**config.mk**
```make
export PLATFORM = sky130hd
export DESIGN_NAME = fifo_ctrl_flat
export DESIGN_NICKNAME = d
export VERILOG_FILES = /design/src/rtl/rs_pkg.sv /design/src/rtl/fifo_ctrl_if.sv /design/src/rtl/fifo_ctrl.sv /design/src/flat_wrapper.sv
export SDC_FILE = /design/constraint.sdc
export NUM_CORES = 1
export LEC_CHECK = 0
export CORE_UTILIZATION = 35
export DETAILED_ROUTE_END_ITERATION = 6
export SYNTH_ARGS = -nofsm -noshare
export SYNTH_HDL_FRONTEND = slang
export SYNTH_SLANG_ARGS = --single-unit
```
**constraint.sdc**
```tcl
create_clock -name clock -period 4.65 [get_ports clock]
set_clock_uncertainty 0.1 [all_clocks]
set_input_delay 0.93 -clock clock [delete_from_list [all_inputs] [get_ports clock]]
set_output_delay 0.93 -clock clock [all_outputs]
set_load 0.05 [all_outputs]
```
**src/rtl/rs_pkg.sv**
```systemverilog
// Shared RS(31,k) decoder definitions: codeword geometry and receive-FIFO controller states.
// Pure declarations, no logic.
// Counter width is derived so that the symbol index 0..N-1 always fits.
package rs_pkg;
  localparam int N     = 31;
  localparam int SYM_W = 5;
  localparam int CW    = $clog2(N + 1);

  typedef enum logic [1:0] {
    IDLE  = 2'd0,
    LOAD  = 2'd1,
    HOLD  = 2'd2,
    DRAIN = 2'd3
  } fifo_state_t;

  localparam logic [CW-1:0] LAST_SYM = CW'(N - 1);
  localparam logic [CW-1:0] PREV_SYM = CW'(N - 2);
endpackage

```
**src/rtl/fifo_ctrl_if.sv**
```systemverilog
// Control/status bundle between the receive-FIFO sequencer and the decoder top level.
// Wires only, no latency.
// master = sequencer (drives FIFO controls and status), slave = top level / FIFO side.
interface fifo_ctrl_if;
  import rs_pkg::*;

  logic          in_start;
  logic          csee_ready;
  logic          shift_fifo;
  logic          hold_fifo;
  logic          en_infifo;
  logic          en_outfifo;
  logic          out_valid;
  logic [CW-1:0] sym_cnt;
  logic          busy;
  logic          done;
  logic          err_overrun;

  modport master (
    input  in_start, csee_ready,
    output shift_fifo, hold_fifo, en_infifo, en_outfifo,
    output out_valid, sym_cnt, busy, done, err_overrun
  );

  modport slave (
    output in_start, csee_ready,
    input  shift_fifo, hold_fifo, en_infifo, en_outfifo,
    input  out_valid, sym_cnt, busy, done, err_overrun
  );
endinterface

```
**src/rtl/fifo_ctrl.sv**
```systemverilog
// Sequencer for the 31-symbol receive FIFO: load a codeword, hold it, drain it alongside CSEE.
// FIFO controls are combinational (symbol 0 captured in the in_start cycle); status is registered.
// Drain waits in HOLD for csee_ready; in_start outside IDLE is dropped and flagged as overrun.
module fifo_ctrl
  import rs_pkg::*;
(
  input  logic          clock,
  input  logic          reset,
  fifo_ctrl_if.master   ctl
);

  fifo_state_t   state_q, state_d;
  logic [CW-1:0] cnt_q, cnt_d;
  logic          out_valid_q;
  logic          done_q, done_d;
  logic          ovr_q, ovr_d;

  logic          shift;
  logic          en_in;
  logic          en_out;

  // Next-state, counter and FIFO control decode; reset forces the FIFO into hold.
  always_comb begin
    state_d = state_q;
    cnt_d   = cnt_q;
    done_d  = 1'b0;
    ovr_d   = 1'b0;
    shift   = 1'b0;
    en_in   = 1'b0;
    en_out  = 1'b0;

    case (state_q)
      IDLE: begin
        if (ctl.in_start) begin
          shift   = 1'b1;
          en_in   = 1'b1;
          cnt_d   = CW'(1);
          state_d = LOAD;
        end
      end
      LOAD: begin
        shift = 1'b1;
        en_in = 1'b1;
        if (cnt_q == LAST_SYM) begin
          cnt_d   = '0;
          state_d = HOLD;
        end else begin
          cnt_d = cnt_q + 1'b1;
        end
      end
      HOLD: begin
        if (ctl.csee_ready) begin
          shift   = 1'b1;
          en_out  = 1'b1;
          cnt_d   = CW'(1);
          state_d = DRAIN;
        end
      end
      DRAIN: begin
        shift  = 1'b1;
        en_out = 1'b1;
        // done is a flop; arm it one cycle early so it lines up with the last drain cycle
        if (cnt_q == PREV_SYM) begin
          done_d = 1'b1;
        end
        if (cnt_q == LAST_SYM) begin
          cnt_d   = '0;
          state_d = IDLE;
        end else begin
          cnt_d = cnt_q + 1'b1;
        end
      end
      default: begin
        state_d = IDLE;
        cnt_d   = '0;
      end
    endcase

    if (ctl.in_start && (state_q != IDLE)) begin
      ovr_d = 1'b1;
    end

    if (reset) begin
      shift  = 1'b0;
      en_in  = 1'b0;
      en_out = 1'b0;
    end
  end

  // State, symbol counter and registered status.
  always_ff @(posedge clock or posedge reset) begin
    if (reset) begin
      state_q     <= IDLE;
      cnt_q       <= '0;
      out_valid_q <= 1'b0;
      done_q      <= 1'b0;
      ovr_q       <= 1'b0;
    end else begin
      state_q     <= state_d;
      cnt_q       <= cnt_d;
      out_valid_q <= en_out;
      done_q      <= done_d;
      ovr_q       <= ovr_d;
    end
  end

  assign ctl.shift_fifo  = shift;
  assign ctl.hold_fifo   = ~shift;
  assign ctl.en_infifo   = en_in;
  assign ctl.en_outfifo  = en_out;
  assign ctl.out_valid   = out_valid_q;
  assign ctl.sym_cnt     = cnt_q;
  assign ctl.busy        = (state_q != IDLE);
  assign ctl.done        = done_q;
  assign ctl.err_overrun = ovr_q;

endmodule
```
**src/flat_wrapper.sv**
```systemverilog
// flat-port wrapper written by rule: the top's interface ports become plain ports
module fifo_ctrl_flat import rs_pkg::*;
  (clock, reset, ctl_in_start, ctl_csee_ready, ctl_shift_fifo, ctl_hold_fifo, ctl_en_infifo, ctl_en_outfifo, ctl_out_valid, ctl_sym_cnt, ctl_busy, ctl_done, ctl_err_overrun);
  fifo_ctrl_if ctl_i ();
  input  logic clock;
  input  logic reset;
  input wire logic [$bits(ctl_i.in_start)-1:0] ctl_in_start;
  input wire logic [$bits(ctl_i.csee_ready)-1:0] ctl_csee_ready;
  output wire logic [$bits(ctl_i.shift_fifo)-1:0] ctl_shift_fifo;
  output wire logic [$bits(ctl_i.hold_fifo)-1:0] ctl_hold_fifo;
  output wire logic [$bits(ctl_i.en_infifo)-1:0] ctl_en_infifo;
  output wire logic [$bits(ctl_i.en_outfifo)-1:0] ctl_en_outfifo;
  output wire logic [$bits(ctl_i.out_valid)-1:0] ctl_out_valid;
  output wire logic [$bits(ctl_i.sym_cnt)-1:0] ctl_sym_cnt;
  output wire logic [$bits(ctl_i.busy)-1:0] ctl_busy;
  output wire logic [$bits(ctl_i.done)-1:0] ctl_done;
  output wire logic [$bits(ctl_i.err_overrun)-1:0] ctl_err_overrun;
  assign ctl_i.in_start = ctl_in_start;
  assign ctl_i.csee_ready = ctl_csee_ready;
  assign ctl_shift_fifo = ctl_i.shift_fifo;
  assign ctl_hold_fifo = ctl_i.hold_fifo;
  assign ctl_en_infifo = ctl_i.en_infifo;
  assign ctl_en_outfifo = ctl_i.en_outfifo;
  assign ctl_out_valid = ctl_i.out_valid;
  assign ctl_sym_cnt = ctl_i.sym_cnt;
  assign ctl_busy = ctl_i.busy;
  assign ctl_done = ctl_i.done;
  assign ctl_err_overrun = ctl_i.err_overrun;
  fifo_ctrl u_core (.clock(clock), .reset(reset), .ctl(ctl_i));
endmodule
```
# [Word-level counts from Yosys, hierarchy flattened]
# Cells that the tools add are included.
[totals] regBits=10 wordCells=42
[op_classes] n_addsub=1 eq_ne=9 n_mux=20 n_bitwise=1 n_reduce_logical=6
[op_table] op="5-bit 2-to-1 mux" count=3
[op_table] op="5-bit one-hot mux with 3 select lines" count=1
[op_table] op="5-bit == test, second input constant" count=2
[op_table] op="1-bit 2-to-1 mux" count=8
[op_table] op="2-bit 2-to-1 mux" count=4
[op_table] op="2-bit one-hot mux with 4 select lines" count=1
[op_table] op="5-bit by 1-bit adder with 5-bit output, second input constant" count=1
[op_table] op="2-bit == test, second input constant" count=2
[op_table] op="2-bit by 1-bit inequality test with 1-bit output, second input constant" count=2
[op_table] op="2-bit inequality test, second input constant" count=2
[op_table] op="1-bit one-hot mux with 2 select lines" count=2
[op_table] op="4-bit AND reduction" count=1
[op_table] op="1-bit one-hot mux with 3 select lines" count=1
[op_table] op="2-bit by 1-bit == test with 1-bit output, second input constant" count=1
[op_table] op="2-bit zero test" count=1
[op_table] op="2-bit AND reduction" count=1
[op_table] op="2-bit nonzero test" count=1
[op_table] op="2-bit OR reduction" count=1
[op_table] op="1-bit logical AND" count=1
[op_table] op="1-bit inverter" count=1

# [Depth between registers and ports, before layout]
# Gate-level depths: netlist of the first run.
[depth] word_depth=5 ltp_mapped=7

# [Worst setup path after synthesis of the first run]
# No wires, ideal clock.
[synth_path] path_kind="input-to-output" from="input port ctl_csee_ready" to="output port ctl_shift_fifo" arrival_time_ns=2.064 required_time_ns=3.620 slack_ns=1.556 stages=3 n_path_buf=0 path_cell_list="a2111oi_0 -> or3_1 -> inv_1"
[synth_between] elab_chain_cells=3
[synth_rtl] element="start: declaration" line="flat_wrapper.sv:8" source="input wire logic [$bits(ctl_i.csee_ready)-1:0] ctl_csee_ready;"
[synth_rtl] element="1-bit 2-to-1 mux" line="fifo_ctrl.sv:52" source="if (ctl.csee_ready) begin"
[synth_rtl] element="1-bit one-hot mux with 3 select lines" line="fifo_ctrl.sv:32" source="case (state_q)"
[synth_rtl] element="1-bit 2-to-1 mux" line="fifo_ctrl.sv:83" source="if (reset) begin"
[synth_rtl] element="end: declaration" line="flat_wrapper.sv:9" source="output wire logic [$bits(ctl_i.shift_fifo)-1:0] ctl_shift_fifo;"
# No other way between the ends.

# [Worst setup path after layout of the first run]
[layout_path] from="input port ctl_csee_ready" to="output port ctl_hold_fifo"
[layout_between] elab_chain_cells=4
[layout_rtl] element="1-bit 2-to-1 mux" line="fifo_ctrl.sv:52"
[layout_rtl] element="1-bit one-hot mux with 3 select lines" line="fifo_ctrl.sv:32"
[layout_rtl] element="1-bit 2-to-1 mux" line="fifo_ctrl.sv:83"
[layout_rtl] element="1-bit inverter" line="fifo_ctrl.sv:108" source="assign ctl.hold_fifo = ~shift;"
[layout_rtl] element="end: declaration" line="flat_wrapper.sv:10" source="output wire logic [$bits(ctl_i.hold_fifo)-1:0] ctl_hold_fifo;"
# No other way between the ends.

==> summary.md, run 1 <==
| Metric | Value |
|---|---|
| Critical Path End Type | output port |
| Num CTS Buffers | 3 |
| First-pass detailed-route iteration total | 6 |
| Initial DRC Count | 8 |
| Number of antenna violations at the first check in global routing | 0 |
| Max-slew violation count | 0 |
| DR DRC count | 0 |
| PD cells | 750 nW/um^2 |
| Post-Synth XOR/XNOR Area | 0 |
| Hold wc startpoint | u_core.ctl.sym_cnt[4]$_DFFE_PP0P_ |
| Comb power frac | 0.642 |
| CP Launch Type | input pin |
| Top cells by area, synth | dfrtp_1 41%, ha_1 16%, inv_1 4.3% |
| Die area | 1930 um^2 |
| Worst Path Required | 3.62 ns |
| CP cell instances | clkdlybuf4s50_1, a2111oi_0, or3_1, clkdlybuf4s50_1 |
| Final #Nets | 95 |
| RSZ-0062 raised after global routing | no |
| Final hold vios | 0 |
| R2r worst-path depth | 6 |
| Largest net degree at the start of global routing | 12 |
| P_sw | 310 uW |
| Combinational family with the most area after synthesis | simple AND/OR/NAND/NOR gates |
| CP startpoint | ctl_csee_ready |
| # resized after CTS | 0 |
| Max incr delay on CP | 0.80 ns |
| Synthesis-to-finish area growth | 33.3% |
| P_leak | 0.000388 uW |
| DR WL met2 | 472 um |
| Final setup viols | 0 |
| Synth unique cells | 28 |
| Layout Cells excl Fill | 98 |
| Hold path depth | 1 |
| Post-synth EDFFs | 0 |
| All-Layer GR Usage | 0.145 |
| Crit-path slowest cell | clkdlybuf4s50_1 |
| H-tree depth | 1 |
| Run status | completed |
| Cell area after synthesis | 616 um^2 |
| Core Rows | 14 |
| Antenna-violating nets left | 0 |
| Hold Path Class | reg2reg |
| Vias in the first global route | 473 |
| DIE HEIGHT | 43.9 um |
| Metal-1 WL | 565 um |
| Critical R2R Launch | u_core.state_q[0]$_DFFE_PP0P_ |
| Clk network pwr share | 0.124 |
| Synthesized instance count | 63 |
| Seq/Total Area, Yosys | 0.407 |
| FILL cells | 150 |
| Adder-cell share of the synthesized area | 0.163 |
| Length of routed met3 wiring | 64 um |
| Routed length per instance | 11.2 um |
| Compound-gate portion of the synthesized area | 0.148 |
| Ys Warns | 0 |
| Post-CTS Hold Fix Bufs | 0 |
| Fin crit period | 3.79 ns |
| Ys async rst share | 1.00 |
| Gr ovfl total | 0 |
| Post-synthesis mux area share | 0.0346 |
| Switching Fraction | 0.503 |
| Sequential Power Share | 0.234 |
| Relative slew slack | 0.526 |
| CTS max path bufs | 2 |
| Ys flop type | dfrtp_1 |
| CP Class | in2out |
| Setup TNS | 0 ns |
| Max Fclk | 264 MHz |
| Worst-Margin Slew | 0.710 ns |
| Via/cell ratio | 5.01 |
| Avg Inst Size Synth | 9.77 um^2 |
| Critical Path Most Common Cell | clkdlybuf4s50_1 |
| Global placer's final weighted congestion | 0.734 |
| Via Count | 491 |
| Root Driver | clkbuf_4 |
| Proportion of layout cells with a drive suffix above 1 | 0.0976 |
| Post-synth top area share | 0.407 |
| Clock-pin slew on the worst setup and hold paths | 0.07 ns |
| Peak supply drop | 0.348 mV |
| Final period util | 0.815 |
| I/O Pins | 17 |
| Post-DP HPWL | 862 um |
| Placed cell count | 94 |
| Simple-Gate Fraction of Synth Area | 0.181 |
| Cell Int Power | 306 uW |
| Input/output buffers | 16 |
| Top sig layer | met3 |
| # clock sinks | 10 |
| Clock latency on the worst-skew pair | 0.26 ns |
| Max_cap viols | 0 |
| Max FO, Critical Path | 3 |
| Worst EP arrival | 2.76 ns |
| Yosys reg bits | 10 |
| Die Width | 43.9 um |
| Antenna cells | 0 |
| Reg2Reg Setup Slack | 2.49 ns |
| Total wire length | 1.10 mm |
| Post-synth top area cell | dfrtp_1 |
| Initial Util | 0.390 |
| First-pass GRT wire length | 2.03 mm |
| Core area | 1580 um^2 |
| Post-CTS setup buffer count | 0 |
| Syn Nets | 75 |
| TritonCTS clock tree | built |
per-stage QoR:
| stage | hold slack, ns | util | power [uW] | cell area, um^2 | setup slack [ns] |
|---|---|---|---|---|---|
| 3_5_place_dp | 0.475 | 0.498 | 545 | 785 | 0.847 |
| 5_1_grt | 0.519 | 0.521 | 668 | 821 | 0.720 |
| 6_report | 0.480 | 0.521 | 616 | 821 | 0.859 |
| 2_1_floorplan | 0.433 | - | 442 | 616 | 1.56 |
| 3_3_place_gp | 0.457 | 0.498 | 544 | 785 | 0.902 |
| 4_1_cts | 0.483 | 0.521 | 625 | 821 | 0.854 |
layer usage:
layer,vias up,global-route usage
met5,-,0
met4,0,0.0364
met3,0,0.0625
met2,13,0.221
met1,220,0.190
li1,258,-
cells in the mapped netlist (3+ instances only):
cell and count:
inv_1 7, nand2_1 6, nand3_1 3, dfrtp_1 10
a21oi_1 3, ha_1 8, nor2_1 5
cell type report:
| type | instances | area, um^2 | share of cell area |
|---|---|---|---|
| multi-input cells | 44 | 324 | 0.395 |
| flip-flops and latches | 10 | 250 | 0.305 |
| repair buffers | 16 | 160 | 0.195 |
| clock buffers | 4 | 36.3 | 0.0442 |
| inverters | 8 | 30.0 | 0.0366 |
| well taps | 16 | 20.0 | 0.0244 |
path summary, 6_finish.rpt:
check / endpoint
min in group asynchronous: u_core.ctl.done$_DFF_PP0_
max reg2reg: u_core.state_q[1]$_DFFE_PP0P_
min: u_core.ctl.sym_cnt[4]$_DFFE_PP0P_
max in group asynchronous: u_core.ctl.sym_cnt[1]$_DFFE_PP0P_
max: ctl_hold_fifo
min reg2reg: u_core.ctl.sym_cnt[4]$_DFFE_PP0P_
state kept, by name (all words and copies together) (netlist names):
name / count
u_core.ctl.out_valid: 1
u_core.ctl.err_overrun: 1
u_core.state_q: 2
u_core.ctl.done: 1
u_core.ctl.sym_cnt: 5
critical path, delay by kind of cell:
kind,cells,cell delay (ns)
buffers and inverters,2,1.24
AO/OA/AOI/OAI,1,0.40
AND/OR/NAND/NOR,1,0.19
placed cells by master, fill, tap and decap left out:
cell type / instances
clkdlybuf4s50_1: 16
dfrtp_1: 10
ha_1: 8
inv_1: 7
nand2_1: 6
nor2_1: 5
nand3_1: 3
a21oi_1: 3
clkbuf_4: 3
nand4_2: 1
o21ai_2: 1
inv_2: 1
o22ai_1: 1
a2bb2oi_1: 1
o41ai_1: 1
o21bai_1: 1
nor4b_1: 1
a21o_1: 1
and2b_1: 1
a2111oi_0: 1
nor2b_1: 1
or3_1: 1
or4_1: 1
o211ai_1: 1
nand2b_1: 1
mux2i_1: 1
o21ai_0: 1
mux2_2: 1
o31ai_1: 1
clkbuf_8: 1
logic make-up after synthesis:
group / Yosys count
AND/OR/NAND/NOR: 21
AO/OA/AOI/OAI: 13
flip-flops: 10
buffers and inverters: 9
adder cells (fa/ha/maj): 8
multiplexers: 2
power groups by stage:
| stage | registers, uW | clock network [uW] | logic (uW) |
|---|---|---|---|
| floorplan | 201 | 0 | 241 |
| global placement | 145 | 0 | 399 |
| detailed placement | 146 | 0 | 399 |
| CTS | 144 | 80.3 | 400 |
| global route | 149 | 83.9 | 435 |
| finish | 144 | 76.3 | 395 |
No activity file was read; power rests on OpenSTA's default activity.
==> run 2: changes to the inputs <==
Clock period 4.65 ns to 3.2 ns, I/O delays scaled along.
==> summary.md, run 2 (synthesized netlist as in run 1, its figures left out) <==
| Metric | Value |
|---|---|
| PD cells | 1090 nW/um^2 |
| Total wire length | 1.14 mm |
| Global placer's final weighted congestion | 0.732 |
| Run status | finished, violations left |
| Synthesis-to-finish area growth | 33.5% |
| TritonCTS clock tree | built |
| Gr ovfl total | 0 |
| Worst EP arrival | 1.96 ns |
| CP cell instances | clkdlybuf4s50_1, a2111oi_0, or3_1, inv_1, buf_12 |
| Grt met1 use | 0.171 |
| Input/output buffers | 16 |
| Num CTS Buffers | 3 |
| Relative slew slack | 0.475 |
| Routing usage on met2 | 0.233 |
| First-pass GRT wire length | 1.99 mm |
| Hold Path Class | reg2reg |
| # clock sinks | 10 |
| Post-CTS setup buffer count | 0 |
| Post-CTS Hold Fix Bufs | 0 |
| P_leak | 0.000395 uW |
| Flip-flop count of the largest register after layout | 5 |
| P_sw | 456 uW |
| Reg2Reg Setup Slack | 0.98 ns |
| Slack of the critical path | 0.496 ns |
| Root Driver | clkbuf_4 |
| Design area | 822 um^2 |
| DIE HEIGHT | 43.9 um |
| Met3 global-route usage | 0.0750 |
| Reg2reg end | u_core.state_q[1]$_DFFE_PP0P_ |
| Final period util | 0.845 |
| Peak supply drop | 0.487 mV |
| Max-slew violation count | 0 |
| Fin crit period | 2.70 ns |
| Proportion of layout cells with a drive suffix above 1 | 0.136 |
| Initial DRC Count | 7 |
| Post-DP HPWL | 879 um |
| Largest net degree at the start of global routing | 12 |
| CP startpoint | ctl_csee_ready |
| Pre-CTS setup slack | 0.489 ns |
| R2r worst-path depth | 6 |
| CP delay by family, top | buffers and inverters |
| Most common cell after layout, fill and taps aside | clkdlybuf4s50_1 |
| Core Rows | 14 |
| All-Layer GR Usage | 0.147 |
| RSZ-0062 raised after global routing | no |
| CTS max path bufs | 2 |
| Worst-Margin Slew | 0.788 ns |
| Die Width | 43.9 um |
| Number of antenna violations at the first check in global routing | 0 |
| Comb power frac | 0.678 |
| Antenna-violating nets left | 0 |
| CP Launch Type | input pin |
| Clock latency on the worst-skew pair | 0.26 ns |
| DR DRC count | 1 |
| Max incr delay on CP | 0.44 ns |
| Final hold vios | 0 |
| Max Fclk | 370 MHz |
| # resized after CTS | 0 |
| Failing checks | DRC |
| H-tree depth | 1 |
| Final #Nets | 95 |
| Buffer and inverter count on the worst path | 3 |
| Crit-path slowest cell | clkdlybuf4s50_1 |
| CP endpoint | ctl_shift_fifo |
| FILL cells | 146 |
| Sequential Power Share | 0.234 |
| Critical R2R Launch | u_core.state_q[0]$_DFFE_PP0P_ |
| First-pass detailed-route iteration total | 6 |
| Via/cell ratio | 5.11 |
| Die area | 1930 um^2 |
| Worst Path Required | 2.46 ns |
| Clock-pin slew on the worst setup and hold paths | 0.06 ns |
| Switching Fraction | 0.508 |
| Gr busiest metal | met2 |
| Pwr Total | 898 uW |
| Setup TNS | 0 ns |
| Initial Util | 0.390 |
| Via Count | 496 |
| Max FO, Critical Path | 3 |
| Critical Path End Type | output port |
| Routed length per instance | 11.7 um |
| Core area | 1580 um^2 |
| Worst path depth | 5 |
| Max_cap viols | 0 |
| Cell Int Power | 442 uW |
| CP Class | in2out |
| Vias in the first global route | 452 |
| Clk network pwr share | 0.089 |
| Final setup viols | 0 |
| I/O Pins | 17 |
| Most frequent cells in the layout | 12 x clkdlybuf4s50_1, 10 x dfrtp_1, 8 x ha_1 |
| DP Area | 800 um^2 |
| Antenna cells | 0 |
[run 2: per-layer routing]
metal	wire (um)	vias to the layer above	part of all wire
li1	-	253	-
met1	535	225	0.47
met2	516	16	0.45
met3	76	2	0.067
met4	10	0	0.0088
met5	0	-	0
[run 2: worst register-to-register path: stages (launching register included)]
cell	delay [ns]
dfrtp_1	0.40
inv_1	0.13
ha_1	0.23
inv_1	0.05
o22ai_1	0.61
nand2b_1	0.25
mux2_2	0.34
[run 2: worst min-delay path by stage]
stage                     cells past startpoint                           endpoint  slack, ns                               from
after floorplan                               1          u_core.ctl.done$_DFF_PP0_       0.38                              reset
after global placement                        1  u_core.ctl.sym_cnt[4]$_DFFE_PP0P_       0.46  u_core.ctl.sym_cnt[4]$_DFFE_PP0P_
after detailed placement                      1  u_core.ctl.sym_cnt[4]$_DFFE_PP0P_       0.46  u_core.ctl.sym_cnt[4]$_DFFE_PP0P_
after CTS                                     1  u_core.ctl.sym_cnt[4]$_DFFE_PP0P_       0.47  u_core.ctl.sym_cnt[4]$_DFFE_PP0P_
after global routing                          1      u_core.state_q[1]$_DFFE_PP0P_       0.49      u_core.state_q[1]$_DFFE_PP0P_
final                                         1      u_core.state_q[1]$_DFFE_PP0P_       0.47      u_core.state_q[1]$_DFFE_PP0P_
[run 2: power by group through the flow]
stage	clock network [uW]	registers (uW)	logic [uW]
after floorplan	0	292	350
after global placement	0	211	610
after detailed placement	0	213	611
after CTS	85.2	210	612
after global routing	91.3	216	661
final	79.6	210	609
[run 2: through the flow]
step / util / hold slack (ns) / instances
2_1_floorplan: - / 0.380 / 63
3_3_place_gp: 0.507 / 0.463 / 94
3_5_place_dp: 0.507 / 0.463 / 94
4_1_cts: 0.521 / 0.471 / 97
5_1_grt: 0.521 / 0.494 / 97
6_report: 0.521 / 0.475 / 97
[run 2: final cells by class]
type                            instances  area (um^2)  area share
Multi-Input combinational cell         44          324       0.394
Tap cell                               16         20.0      0.0244
Timing Repair Buffer                   16          175       0.213
Inverter                                8         30.0      0.0365
Sequential cell                        10          250       0.304
Clock buffer                            3         22.5      0.0274
